**config.mk**
```make
export PLATFORM = sky130hd
export DESIGN_NAME = lcd_cmd_seq
export DESIGN_NICKNAME = d
export VERILOG_FILES = /design/src/rtl/lcd_pkg.sv /design/src/rtl/lcd_wait_timer.sv /design/src/rtl/lcd_cmd_seq.sv
export SDC_FILE = /design/constraint.sdc
export NUM_CORES = 1
export LEC_CHECK = 0
export CAP_MARGIN = 20
export CORE_UTILIZATION = 58
export DETAILED_ROUTE_END_ITERATION = 16
export PLACE_DENSITY = 0.79
export SLEW_MARGIN = 10
export SYNTH_ARGS = -nofsm -noshare
export SYNTH_HDL_FRONTEND = slang
export SYNTH_SLANG_ARGS = --single-unit
```
**constraint.sdc**
```tcl
create_clock -name CLK -period 2.8 [get_ports CLK]
set_input_delay 0.7 -clock CLK [delete_from_list [all_inputs] [get_ports CLK]]
set_output_delay 0.7 -clock CLK [all_outputs]
set_load 0.01 [all_outputs]
```
**src/rtl/lcd_pkg.sv**
```systemverilog
// Shared HD44780 sequencer definitions: timing constants, state encoding, init ROM.
package lcd_pkg;

  localparam int unsigned TIMER_W      = 23;
  localparam int unsigned IDX_W        = 3;
  localparam int unsigned INIT_LEN     = 8;

  localparam int unsigned T_SU_DEFAULT = 13;
  localparam int unsigned T_EN_DEFAULT = 13;

  localparam int unsigned W_42US       = 2100;
  localparam int unsigned W_100US      = 5000;
  localparam int unsigned W_1640US     = 82000;
  localparam int unsigned W_4100US     = 205000;
  localparam int unsigned W_50MS       = 2500000;

  typedef enum logic [2:0] {
    PWR_WAIT = 3'd0,
    LOAD     = 3'd1,
    SETUP    = 3'd2,
    EN_HI    = 3'd3,
    EN_LO    = 3'd4,
    WAIT     = 3'd5,
    IDLE     = 3'd6
  } state_e;

  typedef enum logic [1:0] {
    WS_42US   = 2'd0,
    WS_100US  = 2'd1,
    WS_1640US = 2'd2,
    WS_4100US = 2'd3
  } wait_sel_e;

  // One bus write: register select, data byte and the settle time that follows it.
  typedef struct packed {
    logic      rs;
    logic [7:0] data;
    wait_sel_e wsel;
  } lcd_word_t;

  // Power-on initialisation table (8-bit mode, 2 lines, display on, cursor off).
  function automatic lcd_word_t init_rom(input logic [IDX_W-1:0] idx);
    lcd_word_t w;
    w = '{rs: 1'b0, data: 8'h00, wsel: WS_42US};
    case (idx)
      3'd0: w = '{rs: 1'b0, data: 8'h30, wsel: WS_4100US};
      3'd1: w = '{rs: 1'b0, data: 8'h30, wsel: WS_100US};
      3'd2: w = '{rs: 1'b0, data: 8'h30, wsel: WS_100US};
      3'd3: w = '{rs: 1'b0, data: 8'h38, wsel: WS_42US};
      3'd4: w = '{rs: 1'b0, data: 8'h08, wsel: WS_42US};
      3'd5: w = '{rs: 1'b0, data: 8'h01, wsel: WS_1640US};
      3'd6: w = '{rs: 1'b0, data: 8'h06, wsel: WS_42US};
      3'd7: w = '{rs: 1'b0, data: 8'h0C, wsel: WS_42US};
      default: w = '{rs: 1'b0, data: 8'h00, wsel: WS_42US};
    endcase
    return w;
  endfunction

  // Clear display and return home are the only slow instructions.
  function automatic wait_sel_e host_wait_sel(input logic rs, input logic [7:0] data);
    if (!rs && (data == 8'h01 || data == 8'h02)) return WS_1640US;
    return WS_42US;
  endfunction

endpackage

```
**src/rtl/lcd_wait_timer.sv**
```systemverilog
// Clear/count/compare timer; saturates at the limit so it never wraps.
module lcd_wait_timer
  import lcd_pkg::*;
(
  input  logic               CLK,
  input  logic               RST_N,
  input  logic               clr,
  input  logic [TIMER_W-1:0] limit,
  output logic               done
);

  logic [TIMER_W-1:0] count_q, count_d;

  assign done = (count_q == limit);

  // Next count: restart on clear, hold at limit, otherwise increment.
  always_comb begin
    count_d = count_q;
    if (clr)       count_d = '0;
    else if (!done) count_d = count_q + TIMER_W'(1);
  end

  // Counter register with synchronous reset.
  always_ff @(posedge CLK) begin
    if (!RST_N) count_q <= '0;
    else        count_q <= count_d;
  end

endmodule

```
**src/rtl/lcd_cmd_seq.sv**
```systemverilog
// HD44780 8-bit write sequencer: power-on init, then single host byte writes.
module lcd_cmd_seq
  import lcd_pkg::*;
#(
  parameter int unsigned T_SU       = T_SU_DEFAULT,
  parameter int unsigned T_EN       = T_EN_DEFAULT,
  parameter int unsigned WAIT_42US   = W_42US,
  parameter int unsigned WAIT_100US  = W_100US,
  parameter int unsigned WAIT_1640US = W_1640US,
  parameter int unsigned WAIT_4100US = W_4100US,
  parameter int unsigned WAIT_50MS   = W_50MS
) (
  input  logic       CLK,
  input  logic       RST_N,
  input  logic       cmd_valid,
  input  logic       cmd_rs,
  input  logic [7:0] cmd_data,
  output logic       cmd_ready,
  output logic       init_done,
  output logic       LCD_RS,
  output logic       LCD_RW,
  output logic       LCD_EN,
  output logic [7:0] LCD_DATA
);

  state_e             state_q;
  logic [IDX_W-1:0]   idx_q;
  wait_sel_e          wsel_q;
  logic               cmd_ready_q, init_done_q, lcd_en_q, lcd_rs_q;
  logic [7:0]         lcd_data_q;

  logic [TIMER_W-1:0] limit_c;
  logic               clr_c, done_c;
  logic [IDX_W-1:0]   idx_next_c;
  lcd_word_t          rom_next_c;

  function automatic logic [TIMER_W-1:0] wait_limit(input wait_sel_e w);
    logic [TIMER_W-1:0] l;
    l = TIMER_W'(WAIT_42US - 1);
    case (w)
      WS_42US:   l = TIMER_W'(WAIT_42US - 1);
      WS_100US:  l = TIMER_W'(WAIT_100US - 1);
      WS_1640US: l = TIMER_W'(WAIT_1640US - 1);
      WS_4100US: l = TIMER_W'(WAIT_4100US - 1);
      default:   l = TIMER_W'(WAIT_42US - 1);
    endcase
    return l;
  endfunction

  // Terminal count for the current state (duration - 1).
  always_comb begin
    limit_c = '0;
    case (state_q)
      PWR_WAIT:     limit_c = TIMER_W'(WAIT_50MS - 1);
      SETUP, EN_LO: limit_c = TIMER_W'(T_SU - 1);
      EN_HI:        limit_c = TIMER_W'(T_EN - 1);
      WAIT:         limit_c = wait_limit(wsel_q);
      default:      limit_c = '0;
    endcase
  end

  // Next init ROM entry: index 0 leaving power-up wait, index+1 after a settle wait.
  always_comb begin
    idx_next_c = '0;
    if (state_q == WAIT) idx_next_c = idx_q + IDX_W'(1);
    rom_next_c = init_rom(idx_next_c);
  end

  // Timer restarts whenever a state is left; LOAD and IDLE never use it.
  assign clr_c = done_c || (state_q == LOAD) || (state_q == IDLE);

  lcd_wait_timer u_timer (
    .CLK   (CLK),
    .RST_N (RST_N),
    .clr   (clr_c),
    .limit (limit_c),
    .done  (done_c)
  );

  // Sequencer FSM with registered bus and handshake outputs.
  always_ff @(posedge CLK) begin
    if (!RST_N) begin
      state_q     <= PWR_WAIT;
      idx_q       <= '0;
      wsel_q      <= WS_42US;
      cmd_ready_q <= 1'b0;
      init_done_q <= 1'b0;
      lcd_en_q    <= 1'b0;
      lcd_rs_q    <= 1'b0;
      lcd_data_q  <= 8'h00;
    end else begin
      case (state_q)
        PWR_WAIT: begin
          if (done_c) begin
            state_q    <= LOAD;
            idx_q      <= idx_next_c;
            lcd_rs_q   <= rom_next_c.rs;
            lcd_data_q <= rom_next_c.data;
            wsel_q     <= rom_next_c.wsel;
          end
        end
        LOAD: state_q <= SETUP;
        SETUP: begin
          if (done_c) begin
            state_q  <= EN_HI;
            lcd_en_q <= 1'b1;
          end
        end
        EN_HI: begin
          if (done_c) begin
            state_q  <= EN_LO;
            lcd_en_q <= 1'b0;
          end
        end
        EN_LO: begin
          if (done_c) state_q <= WAIT;
        end
        WAIT: begin
          if (done_c) begin
            if (!init_done_q && idx_q != IDX_W'(INIT_LEN - 1)) begin
              state_q    <= LOAD;
              idx_q      <= idx_next_c;
              lcd_rs_q   <= rom_next_c.rs;
              lcd_data_q <= rom_next_c.data;
              wsel_q     <= rom_next_c.wsel;
            end else begin
              state_q     <= IDLE;
              cmd_ready_q <= 1'b1;
              init_done_q <= 1'b1;
            end
          end
        end
        IDLE: begin
          if (cmd_valid && cmd_ready_q) begin
            state_q     <= LOAD;
            cmd_ready_q <= 1'b0;
            lcd_rs_q    <= cmd_rs;
            lcd_data_q  <= cmd_data;
            wsel_q      <= host_wait_sel(cmd_rs, cmd_data);
          end
        end
        default: state_q <= PWR_WAIT;
      endcase
    end
  end

  assign cmd_ready = cmd_ready_q;
  assign init_done = init_done_q;
  assign LCD_RS    = lcd_rs_q;
  assign LCD_RW    = 1'b0;
  assign LCD_EN    = lcd_en_q;
  assign LCD_DATA  = lcd_data_q;

endmodule

```
## Word-level counts from Yosys, hierarchy flattened

Memories as Yosys holds them, arrays and structs flattened.
Cells that the tools add are included.

- Register bits: 43
- Latch bits: 0
- Bits in writable memories: 0
- Bits in read-only memories: 64
- Output and inout port bits: 13
- Logic and storage cells: 100
- Memories: 1

Memories:

| name | depth | bits a word | read ports | clocked after Yosys merged registers in | wr ports | line | source |
|---|---|---|---|---|---|---|---|
| (name not given) | 8 | 8 | 1 | 0 | 0 | lcd_pkg.sv:45 | `case (idx)` |

- Add/sub/neg operators: 2
- $mul: 0
- Divide/modulo/power cells: 0
- Order comparisons: 0
- Equal/unequal tests: 21
- Shifts and indexed selects: 0
- Multiplexer cells: 43
- Bitwise logic cells: 2
- Reductions and logical operators: 22

Operators by type and width:

| operator | count |
|---|---|
| case mux 23 bit (4 select lines) | 1 |
| case mux 23 bit (3 select lines) | 1 |
| two-way mux 3 bit | 11 |
| two-way mux 8 bit | 4 |
| case mux 8 bit (3 select lines) | 1 |
| adder 23 x 1 -> 23 bit (second input constant) | 1 |
| equality test 23 bit | 1 |
| case mux 3 bit (7 select lines) | 1 |
| two-way mux 1 bit | 13 |
| two-way mux 2 bit | 6 |
| != test 2 bit (second input constant) | 6 |
| equality test 3 bit (second input constant) | 3 |
| equality test 8 x 1 -> 1 bit (second input constant) | 1 |
| equality test 8 x 2 -> 1 bit (second input constant) | 1 |
| AND reduction 4 bit | 2 |
| equality test 3 x 2 -> 1 bit (second input constant) | 2 |
| case mux 2 bit (3 select lines) | 1 |
| case mux 3 bit (2 select lines) | 1 |
| AND reduction 3 bit | 2 |
| AND reduction 6 bit | 1 |
| nonzero test 2 bit | 3 |
| AND reduction 5 bit | 1 |
| equality test 2 bit (second input constant) | 2 |
| != test 2 x 1 -> 1 bit (second input constant) | 2 |
| other kinds (15) | 22 |

## Logic depth before layout (Yosys ltp)

Gate-level depths: netlist (run 1).

- Word-level depth: 10
- Gate-level depth with buffers: 12
- Gate-level depth less buffers: 9

## Modules after synthesis

A second synthesis (run 1) with hierarchy kept.

- Cell total of the unflattened synthesis: 341
- Area total of the unflattened synthesis: 2791.4 um^2

By module, submodules not included:

| module | times used | cells an instance | area an instance (um^2) | sequential area each (um^2) |
|---|---|---|---|---|
| lcd_wait_timer | 1 | 173 | 1436.4 | 460.4 |
| lcd_cmd_seq | 1 | 168 | 1355.0 | 400.4 |

## Worst setup path before layout (run 1)

No wires, ideal clock.

- Kind: reg-to-reg
- Start point: register u_timer.count_q[15]
- End point: register u_timer.count_q[7]
- Data arrival time: 2.437 ns
- Setup slack: 0.244 ns
- Stages on the path, launching flop included: 11
- Path buffers: 3
- Cell sequence: dfxtp_1 > or4_4 > a2111oi_4 > nand4_1 > a2111oi_1 > and3_1 > buf_6 > or4_4 > buf_6 > buf_12 > nor2_4

- Longest elaborated chain between the ends: 4

Ends and longest elaborated chain:

| what | line | source |
|---|---|---|
| start: declaration | lcd_wait_timer.sv:12 | `logic [TIMER_W-1:0] count_q, count_d;` |
| start signal: assignment | lcd_wait_timer.sv:26 | `else count_q <= count_d;` |
| equality test 23 bit (*) | lcd_wait_timer.sv:14 | `assign done = (count_q == limit);` |
| logical OR 1 bit (2 in a row) | lcd_cmd_seq.sv:70 | `assign clr_c = done_c \|\| (state_q == LOAD) \|\| (state_q == IDLE);` |
| OR reduction 2 bit (no line) | n/a |  |

Every way passes the cells marked *; elsewhere a longest branch is shown, timed or not.
A chain may end at the register's enable or synchronous reset.

## Worst setup path in the final report (run 1)

- Start point: register state_q[2]
- End point: register u_timer.count_q[3]

- Longest elaborated chain between the ends: 7

Ends and longest elaborated chain:

| what | line | source |
|---|---|---|
| start: declaration | lcd_cmd_seq.sv:26 | `state_e state_q;` |
| start signal: assignment | lcd_cmd_seq.sv:83 | `state_q <= PWR_WAIT;` |
| start signal: assignment | lcd_cmd_seq.sv:95 | `state_q <= LOAD;` |
| start signal: assignment | lcd_cmd_seq.sv:102 | `LOAD: state_q <= SETUP;` |
| equality test 3 bit or equality test 3 x 2 -> 1 bit (tied branches) | lcd_cmd_seq.sv:53 | `case (state_q)` |
| OR reduction 3 bit (no line) | n/a |  |
| case mux 23 bit (3 select lines) | lcd_cmd_seq.sv:53 |  |
| equality test 23 bit | lcd_wait_timer.sv:14 |  |
| logical OR 1 bit (2 in a row) | lcd_cmd_seq.sv:70 |  |
| OR reduction 2 bit (no line) | n/a |  |

Several ways; a longest one is shown, not always the timed one.

==> results of run 1 <==
## logic make-up after synthesis
| kind of cell | count (synthesis) |
|---|---|
| adder cells (fa/ha/maj) | 7 |
| XOR/XNOR | 25 |
| AO/OA/AOI/OAI | 54 |
| other | 1 |
| multiplexers | 7 |
| flip-flops | 43 |
| AND/OR/NAND/NOR | 171 |
| buffers and inverters | 32 |
## per-stage QoR
step / instance area (µm²) / instances / total power (W) / setup TNS [ns] / util
3_5_place_dp: 3182 / 428 / 0.0006966 / 0 / 0.6736
4_1_cts: 3267 / 436 / 0.001085 / 0 / 0.6917
5_1_grt: 3287 / 436 / 0.001123 / -0.06893 / 0.6959
6_report: 3287 / 436 / 0.001089 / 0 / 0.6959
3_3_place_gp: 3182 / 428 / 0.0006959 / 0 / 0.6736
2_1_floorplan: 2853 / 340 / 0.0006725 / 0 / -
## path summary, 6_finish.rpt
path | start | endpoint | slack (ns) | depth (start not counted)
min reg2reg | idx_q[2] | idx_q[2] | 0.46 | 2
min | idx_q[2] | idx_q[2] | 0.46 | 2
max reg2reg | state_q[2] | u_timer.count_q[3] | 0.1 | 9
max | state_q[2] | u_timer.count_q[3] | 0.1 | 9
## layout by cell type (no fill, tap or decap), drive strengths merged, types with 3 or more instances in the layout
cell type,instances
or3,6
nand3,20
mux2i,6
and3,5
o211ai,7
xnor2,13
nand3b,3
or3b,3
or2,3
a21oi,12
clkdlybuf4s50,23
clkbuf,6
o21ai,8
buf,21
nand2,35
nand4,8
ha,7
nor2b,4
a31oi,5
and2,4
nor2,48
dfxtp,43
or4,3
inv,9
xor2,12
nor4,5
nand2b,5
nor3,10
## area by class of cell
type	count	area [µm²]
Inverter	9	33.78
Clock buffer	6	72.57
Fill cell	373	1436
Sequential cell	43	863.3
Clock inverter	2	12.51
Timing Repair Buffer	44	412.9
Tap cell	67	83.83
Multi-Input combinational cell	265	1808
## per-layer routing
| metal | global-route usage | vias up | routed length, µm |
|---|---|---|---|
| li1 | - | 1264 | - |
| met1 | 0.4071 | 1224 | 3278 |
| met2 | 0.4102 | 97 | 3083 |
| met3 | 0.04583 | 21 | 400 |
| met4 | 0.09150 | 0 | 136 |
| met5 | 0 | - | 0 |
## worst max-delay path: stages (launching register included)
cell,delay [ns]
dfxtp_1,0.50
buf_4,0.26
and3b_1,0.20
nor3_1,0.05
nor3b_1,0.44
a2111oi_2,0.09
and3_1,0.22
or4_4,0.58
buf_12,0.20
nor2_1,0.11
## sequential cells by signal, indices dropped and copies added (netlist names)
signal and cells:
wsel_q 2, LCD_EN 1, cmd_ready 1, init_done 1, state_q 3, LCD_DATA 8
LCD_RS 1, idx_q 3, u_timer.count_q 23
## cell usage after synthesis, drive strengths merged, types with 3 or more instances
master	count
ha	7
o211ai	7
nand2b	5
nor4	5
nor2b	4
or4	3
or3b	3
buf	14
nand4	8
nand3	20
inv	9
clkbuf	9
or2	3
nand3b	3
xnor2	13
nor2	48
o21ai	8
nor3	10
dfxtp	43
xor2	12
nand2	35
a31oi	5
and3	5
or3	6
a21oi	12
mux2i	6
and2	4
## where the power goes
group          switching (W)  internal, W
sequential        0.00000542     0.000615
clock               0.000232     0.000175
combinational      0.0000314    0.0000310
total               0.000269     0.000821
## timing repair
item                                    in CTS  in global routing
gates resized for setup                      0                  5
buffers inserted                             0                  0
endpoints found under the setup margin       0                 13
==> impl_metrics.py, run 1 <==
metrics = {
    "detailed_routing": {
        "viasPerCell": 5.977,
        "wl_mm": 6.899,
        "vias": 2606,
        "drtAntennaViolNets": 0,
        "post_drt_wl_per_cell_um": 15.82,
        "drt_first_pass_iters": 5,
        "drc": 0,
        "drt_iter0_drc": 289,
    },
    "run": {
        "maxCapViolCount": 0,
    },
    "global_route": {
        "antenna_found_initial": 0,
        "grt_use_total": 0.2769,
        "grt_max_degree": 17,
        "overflow": 0,
        "grt_pass1_vias": 2363,
        "grt_pass1_wl_mm": 11.40,
    },
    "floorplanning": {
        "die_w_um": 72.13,
        "rows": 25,
        "fp.coreArea_um2": 4723,
        "die_h_um": 72.13,
        "start_util": 0.6040,
        "boundaryPins": 25,
        "die_area_um2": 5203,
    },
    "placement": {
        "dp_slack_ns": 0.1576,
        "dp_hpwl_mm": 4.960,
        "gp_congestion": 0.9800,
        "port_buffers": 23,
    },
    "timing": {
        "fin_skew_ns": 0.01597,
        "fmax_ghz": 0.3700,
        "period_share": 0.9652,
        "worstMarginPinSlew_ns": 0.4862,
        "max_slew_margin": 0.6717,
        "holdWs_ns": 0.4614,
        "drv_slew": 0,
        "fin_ws_ns": 0.09751,
        "fin_crit_ns": 2.702,
        "finalHoldViolations": 0,
        "final-setup-viol-count": 0,
    },
    "clock_tree": {
        "clock_sinks": 43,
        "cts_tree": "done",
        "clk_path_buf_depth": 2,
        "ctsHoldBuffers": 0,
        "root_buffer": "clkbuf_8",
        "clk_latency_ns": 0.31,
        "clk_pin_slew_worst_paths_ns": 0.10,
        "htreeDepth": 2,
        "numCtsBuffers": 5,
    },
    "yosys": {
        "yosysUniqueCellTypes": 62,
        "synth-seq-area-share": 0.3018,
        "async_reset_ff_frac": 0,
        "yosys-top-cells-area": "dfxtp_1 (30%), nor2_4 (7.1%), nand2_1 (4.6%)",
        "synth_area_leader_cell": "dfxtp_1",
        "synth_top_family_by_area": "simple AND/OR/NAND/NOR gates",
        "yosysWarnings": 0,
        "muxShareOfSynthArea": 0.02500,
        "syn_nets": 359,
        "netlist_area_um2": 2853,
        "synth_xor_area_frac": 0.07675,
        "synth_fa_ha_area_frac": 0.03070,
        "yosys.area_share.simple": 0.3557,
        "synth_seq_cells": 43,
        "synth_enable_flop_cells": 0,
        "synth_top_area_frac": 0.3018,
        "synth_ff_type": "dfxtp_1",
        "synth-compound-area-share": 0.1382,
        "syn_area_per_cell_um2": 8.390,
        "synthCells": 340,
    },
    "cells_and_area": {
        "area_delta_synth_final_pct": 15.22,
        "layout-drive-gt1-share": 0.1680,
        "finalNetCount": 387,
        "num_antenna_cells": 0,
    },
    "critical_path": {
        "cp.required_ns": 3.04,
        "arrival_ns": 2.94,
        "crit_path_end_kind": "register",
        "crit_path_start_kind": "register",
        "crit_type": "reg2reg",
        "crit_fanout": 12,
    },
    "hold_path": {
        "hp-class": "reg2reg",
    },
    "power_and_ir_drop": {
        "ir_drop_v": 0.0002987,
        "p_leak_nw": 1.126,
        "p_per_area_nw_per_um2": 331.5,
    },
    "run_status": {
        "status": "finished clean",
    },
}
(Power assumes the default switching activity.)
==> inputs of run 2 (changes only) <==
Settings changed: SETUP_SLACK_MARGIN from default to 0.02.
==> impl_metrics.py, run 2 (synthesized netlist as in run 1, its figures left out) <==
metrics = {
    "clock_tree": {
        "clk_latency_ns": 0.31,
        "cts_tree": "done",
        "clk_pin_slew_worst_paths_ns": 0.10,
        "root_buffer": "clkbuf_8",
        "htreeDepth": 2,
        "postCtsSetupRepairBufs": 0,
        "clk_path_buf_depth": 2,
        "clock_sinks": 43,
        "cts_resized": 0,
        "numCtsBuffers": 5,
        "ctsHoldBuffers": 0,
    },
    "cells_and_area": {
        "fill_cells": 372,
        "layout_commonest_cell": "dfxtp_1",
        "regArea_um2": 864.6,
        "area_delta_synth_final_pct": 15.26,
        "layout-drive-gt1-share": 0.1707,
        "finalNetCount": 387,
        "regMostFlops": "u_timer.count_q",
        "fin_cells": 436,
        "mostFrequentLayoutCells": "dfxtp_1 (40), nand2_1 (35), nor2_1 (28)",
        "multiInputGateArea_um2": 1808,
        "largest_reg_flops": 23,
        "design_area_um2": 3288,
        "num_antenna_cells": 0,
    },
    "floorplanning": {
        "die_area_um2": 5203,
        "die_w_um": 72.13,
        "die_h_um": 72.13,
        "fp.coreArea_um2": 4723,
        "rows": 25,
        "start_util": 0.6040,
        "boundaryPins": 25,
    },
    "critical_path": {
        "cp.required_ns": 3.04,
        "crit_path_end_kind": "register",
        "crit_start": "state_q[2]",
        "r2r_start": "state_q[2]",
        "crit_fanout": 12,
        "crit_path_start_kind": "register",
        "arrival_ns": 2.94,
        "crit_type": "reg2reg",
    },
    "global_route": {
        "antenna_found_initial": 0,
        "grt_pass1_vias": 2363,
        "grt_use_total": 0.2769,
        "grt_max_degree": 17,
        "overflow": 0,
        "grt_pass1_wl_mm": 11.40,
    },
    "placement": {
        "dpl_cell_area_um2": 3182,
        "port_buffers": 23,
        "gp_congestion": 0.9800,
        "dp_cells": 428,
        "dp_hpwl_mm": 4.960,
    },
    "power_and_ir_drop": {
        "seq_power_share": 0.569,
        "p_int_w": 0.0008206,
        "ir_drop_v": 0.0002989,
        "p_per_area_nw_per_um2": 331.3,
        "p_switching_w": 0.0002688,
        "p_total_w": 0.001089,
        "p_comb_frac": 0.057,
        "p_leak_nw": 1.127,
        "switching_share": 0.2467,
        "p_clk_frac": 0.373,
    },
    "detailed_routing": {
        "post_drt_wl_per_cell_um": 15.83,
        "drc": 0,
        "drt_iter0_drc": 289,
        "vias": 2611,
        "drtAntennaViolNets": 0,
        "drt_first_pass_iters": 5,
        "viasPerCell": 5.989,
        "wl_mm": 6.901,
    },
    "timing": {
        "max_slew_margin": 0.6716,
        "fmax_ghz": 0.3702,
        "drv_slew": 0,
        "period_share": 0.9646,
        "finalHoldViolations": 0,
        "final-setup-viol-count": 0,
        "fin_skew_ns": 0.01608,
        "fin_crit_ns": 2.701,
        "worstMarginPinSlew_ns": 0.4862,
    },
    "run": {
        "maxCapViolCount": 0,
    },
    "run_status": {
        "status": "finished clean",
    },
    "hold_path": {
        "hp-class": "reg2reg",
        "hp-start": "idx_q[2]",
    },
}
-- run 2: power groups by stage --
stage	registers, W	logic, W	clock network [W]
floorplan	0.000632	0.0000408	0
global placement	0.000634	0.0000616	0
detailed placement	0.000634	0.0000622	0
CTS	0.000620	0.0000625	0.000403
global route	0.000621	0.0000679	0.000434
finish	0.000620	0.0000625	0.000407
-- run 2: critical path, stage by stage, from the launching register on --
cell and delay [ns]:
dfxtp_1 0.50, buf_4 0.26, and3b_1 0.19, nor3_1 0.05, nor3b_1 0.44, a2111oi_2 0.09, and3_1 0.22, or4_4 0.58
buf_12 0.20, nor2_1 0.11
-- run 2: worst paths after layout --
| check | slack (ns) | cells after the start | to |
|---|---|---|---|
| max | 0.1 | 9 | u_timer.count_q[3] |
| min | 0.46 | 2 | idx_q[2] |
| max reg2reg | 0.1 | 9 | u_timer.count_q[3] |
| min reg2reg | 0.46 | 2 | idx_q[2] |
-- run 2: routing by layer --
layer,GRT usage,routed length [µm],vias up
met5,0,0,-
met3,0.04583,409,19
met4,0.09150,129,0
li1,-,-,1263
met1,0.4071,3269,1231
met2,0.4102,3092,98
-- run 2: cell type report --
type,instances,share of cell area
multi-input cells,265,0.5498
flip-flops and latches,43,0.2629
repair buffers,44,0.1256
well taps,67,0.02549
clock buffers,6,0.02207
inverters,9,0.01027
clock inverters,2,0.003805
-- run 2: per-stage QoR --
step | setup TNS (ns) | setup slack (ns) | utilization | hold slack (ns)
after floorplan | 0 | 0.2438 | - | 0.4356
after global placement | 0 | 0.1914 | 0.6736 | 0.4440
after detailed placement | 0 | 0.1576 | 0.6736 | 0.4509
after CTS | 0 | 0.1449 | 0.6917 | 0.4626
after global routing | -0.06723 | -0.03454 | 0.6962 | 0.4784
final | 0 | 0.09900 | 0.6962 | 0.4615
==> inputs of run 3 (changes only) <==
Settings changed: CORE_ASPECT_RATIO from default to 0.7, CTS_CLUSTER_DIAMETER from default to 60.
==> impl_metrics.py, run 3 (synthesized netlist as in run 1, its figures left out) <==
metrics = {
    "run_status": {
        "status": "finished clean",
    },
    "detailed_routing": {
        "vias": 2601,
        "drtAntennaViolNets": 0,
        "drc": 0,
        "wl_mm": 7.119,
        "post_drt_wl_per_cell_um": 16.67,
        "viasPerCell": 6.091,
        "drt_iter0_drc": 223,
        "drt_first_pass_iters": 7,
    },
    "global_route": {
        "grt_pass1_vias": 2248,
        "antenna_found_initial": 0,
        "grt_pass1_wl_mm": 11.27,
        "grt_max_degree": 24,
        "grt_use_total": 0.2847,
        "overflow": 0,
    },
    "floorplanning": {
        "die_area_um2": 5207,
        "fp.coreArea_um2": 4529,
        "die_w_um": 85.83,
        "start_util": 0.6298,
        "boundaryPins": 25,
        "rows": 20,
        "die_h_um": 60.68,
    },
    "placement": {
        "dp_hpwl_mm": 5.072,
        "dp_slack_ns": 0.1086,
        "port_buffers": 23,
        "dpl_cell_area_um2": 3115,
        "gp_congestion": 0.9402,
    },
    "cells_and_area": {
        "layout_commonest_cell": "dfxtp_1",
        "mostFrequentLayoutCells": "dfxtp_1 (39), nand2_1 (35), nor2_1 (28)",
        "largest_reg_flops": 23,
        "fill_cells": 359,
        "regArea_um2": 865.8,
        "design_area_um2": 3261,
        "layout-drive-gt1-share": 0.1579,
        "finalNetCount": 381,
        "regMostFlops": "u_timer.count_q",
        "num_antenna_cells": 0,
        "area_delta_synth_final_pct": 14.30,
        "multiInputGateArea_um2": 1826,
    },
    "timing": {
        "rsz0062_at_grt": "no",
        "fin_ws_ns": 0.1530,
        "drv_slew": 0,
        "holdWs_ns": 0.4642,
        "final-setup-viol-count": 0,
        "fmax_ghz": 0.3778,
        "period_share": 0.9453,
        "fin_setup_tns_ns": 0,
        "fin_crit_ns": 2.647,
        "finalHoldViolations": 0,
        "fin_skew_ns": 0.003292,
    },
    "power_and_ir_drop": {
        "p_total_w": 0.001055,
        "p_leak_nw": 1.100,
        "p_switching_w": 0.0002426,
        "ir_drop_v": 0.0002523,
        "p_per_area_nw_per_um2": 323.4,
        "switching_share": 0.2300,
        "p_comb_frac": 0.062,
        "seq_power_share": 0.588,
        "p_clk_frac": 0.351,
        "p_int_w": 0.0008119,
    },
    "run": {
        "maxCapViolCount": 0,
    },
    "critical_path": {
        "ff2ff_setup_slack_ns": 0.15,
        "reg2reg_depth": 8,
        "crit_type": "reg2reg",
        "crit_start": "state_q[2]",
        "crit_fanout": 13,
        "crit_path_end_kind": "register",
        "r2r_start": "state_q[2]",
        "r2r_end": "u_timer.count_q[15]",
        "crit_path_top_delay_cell": "or4_4",
        "arrival_ns": 2.89,
        "cp.required_ns": 3.04,
        "slowest_delay_ns": 0.53,
        "crit_path_start_kind": "register",
        "crit_chain": "or3b_1, or3_1, nand4_1, a2111oi_4, and3_1, or4_4, clkbuf_16, nor2_4",
    },
    "hold_path": {
        "hold_path_end": "LCD_DATA[4]",
        "hp-start": "LCD_DATA[4]",
        "hp-class": "reg2reg",
        "holdPathStages": 2,
    },
    "clock_tree": {
        "clk_latency_ns": 0.30,
        "clk_pin_slew_worst_paths_ns": 0.08,
        "clk_path_buf_depth": 2,
        "htreeDepth": 2,
        "clock_sinks": 43,
        "root_buffer": "clkbuf_8",
        "numCtsBuffers": 5,
        "cts_resized": 0,
        "cts_tree": "done",
        "ctsHoldBuffers": 0,
        "postCtsSetupRepairBufs": 0,
    },
}
==> run 3: area by class of cell <==
type	count	area share
Multi-Input combinational cell	265	0.5599
Sequential cell	43	0.2655
Timing Repair Buffer	38	0.1167
Tap cell	66	0.02533
Clock buffer	6	0.02226
Inverter	9	0.01036
==> run 3: worst max path at each step <==
stage,to,slack [ns]
detailed placement,u_timer.count_q[2],0.11
global route,state_q[0],0.008
floorplan,u_timer.count_q[7],0.24
finish,u_timer.count_q[15],0.15
CTS,u_timer.count_q[2],0.1
global placement,LCD_DATA[1],0.17
==> run 3: metal layers <==
metal,global-route usage,share of wire,wire length (µm)
met1,0.4336,0.48,3420
met2,0.3909,0.40,2860
met3,0.07891,0.11,774
met4,0.07381,0.0088,63
met5,0,0,0
==> run 3: power by group through the flow <==
stage / clock, W / sequential, W / combinational (W)
floorplan: 0 / 0.000632 / 0.0000408
global placement: 0 / 0.000634 / 0.0000571
detailed placement: 0 / 0.000634 / 0.0000579
CTS: 0.000370 / 0.000620 / 0.0000583
global route: 0.000391 / 0.000620 / 0.0000697
finish: 0.000370 / 0.000620 / 0.0000650
==> run 3: critical path, delay by kind of cell, from the launching register on <==
| kind | cells | cell delay, ns |
|---|---|---|
| and+or+nand+nor | 6 | 1.80 |
| DFF | 1 | 0.49 |
| AOI/OAI and AO/OA | 1 | 0.07 |
| buffers and inverters | 1 | 0.23 |
==> run 3: metrics by stage <==
step | util | std cells
after CTS | 0.7039 | 426
after detailed placement | 0.6878 | 420
after floorplan | - | 340
final | 0.7199 | 427
after global placement | 0.6878 | 420
after global routing | 0.7199 | 427
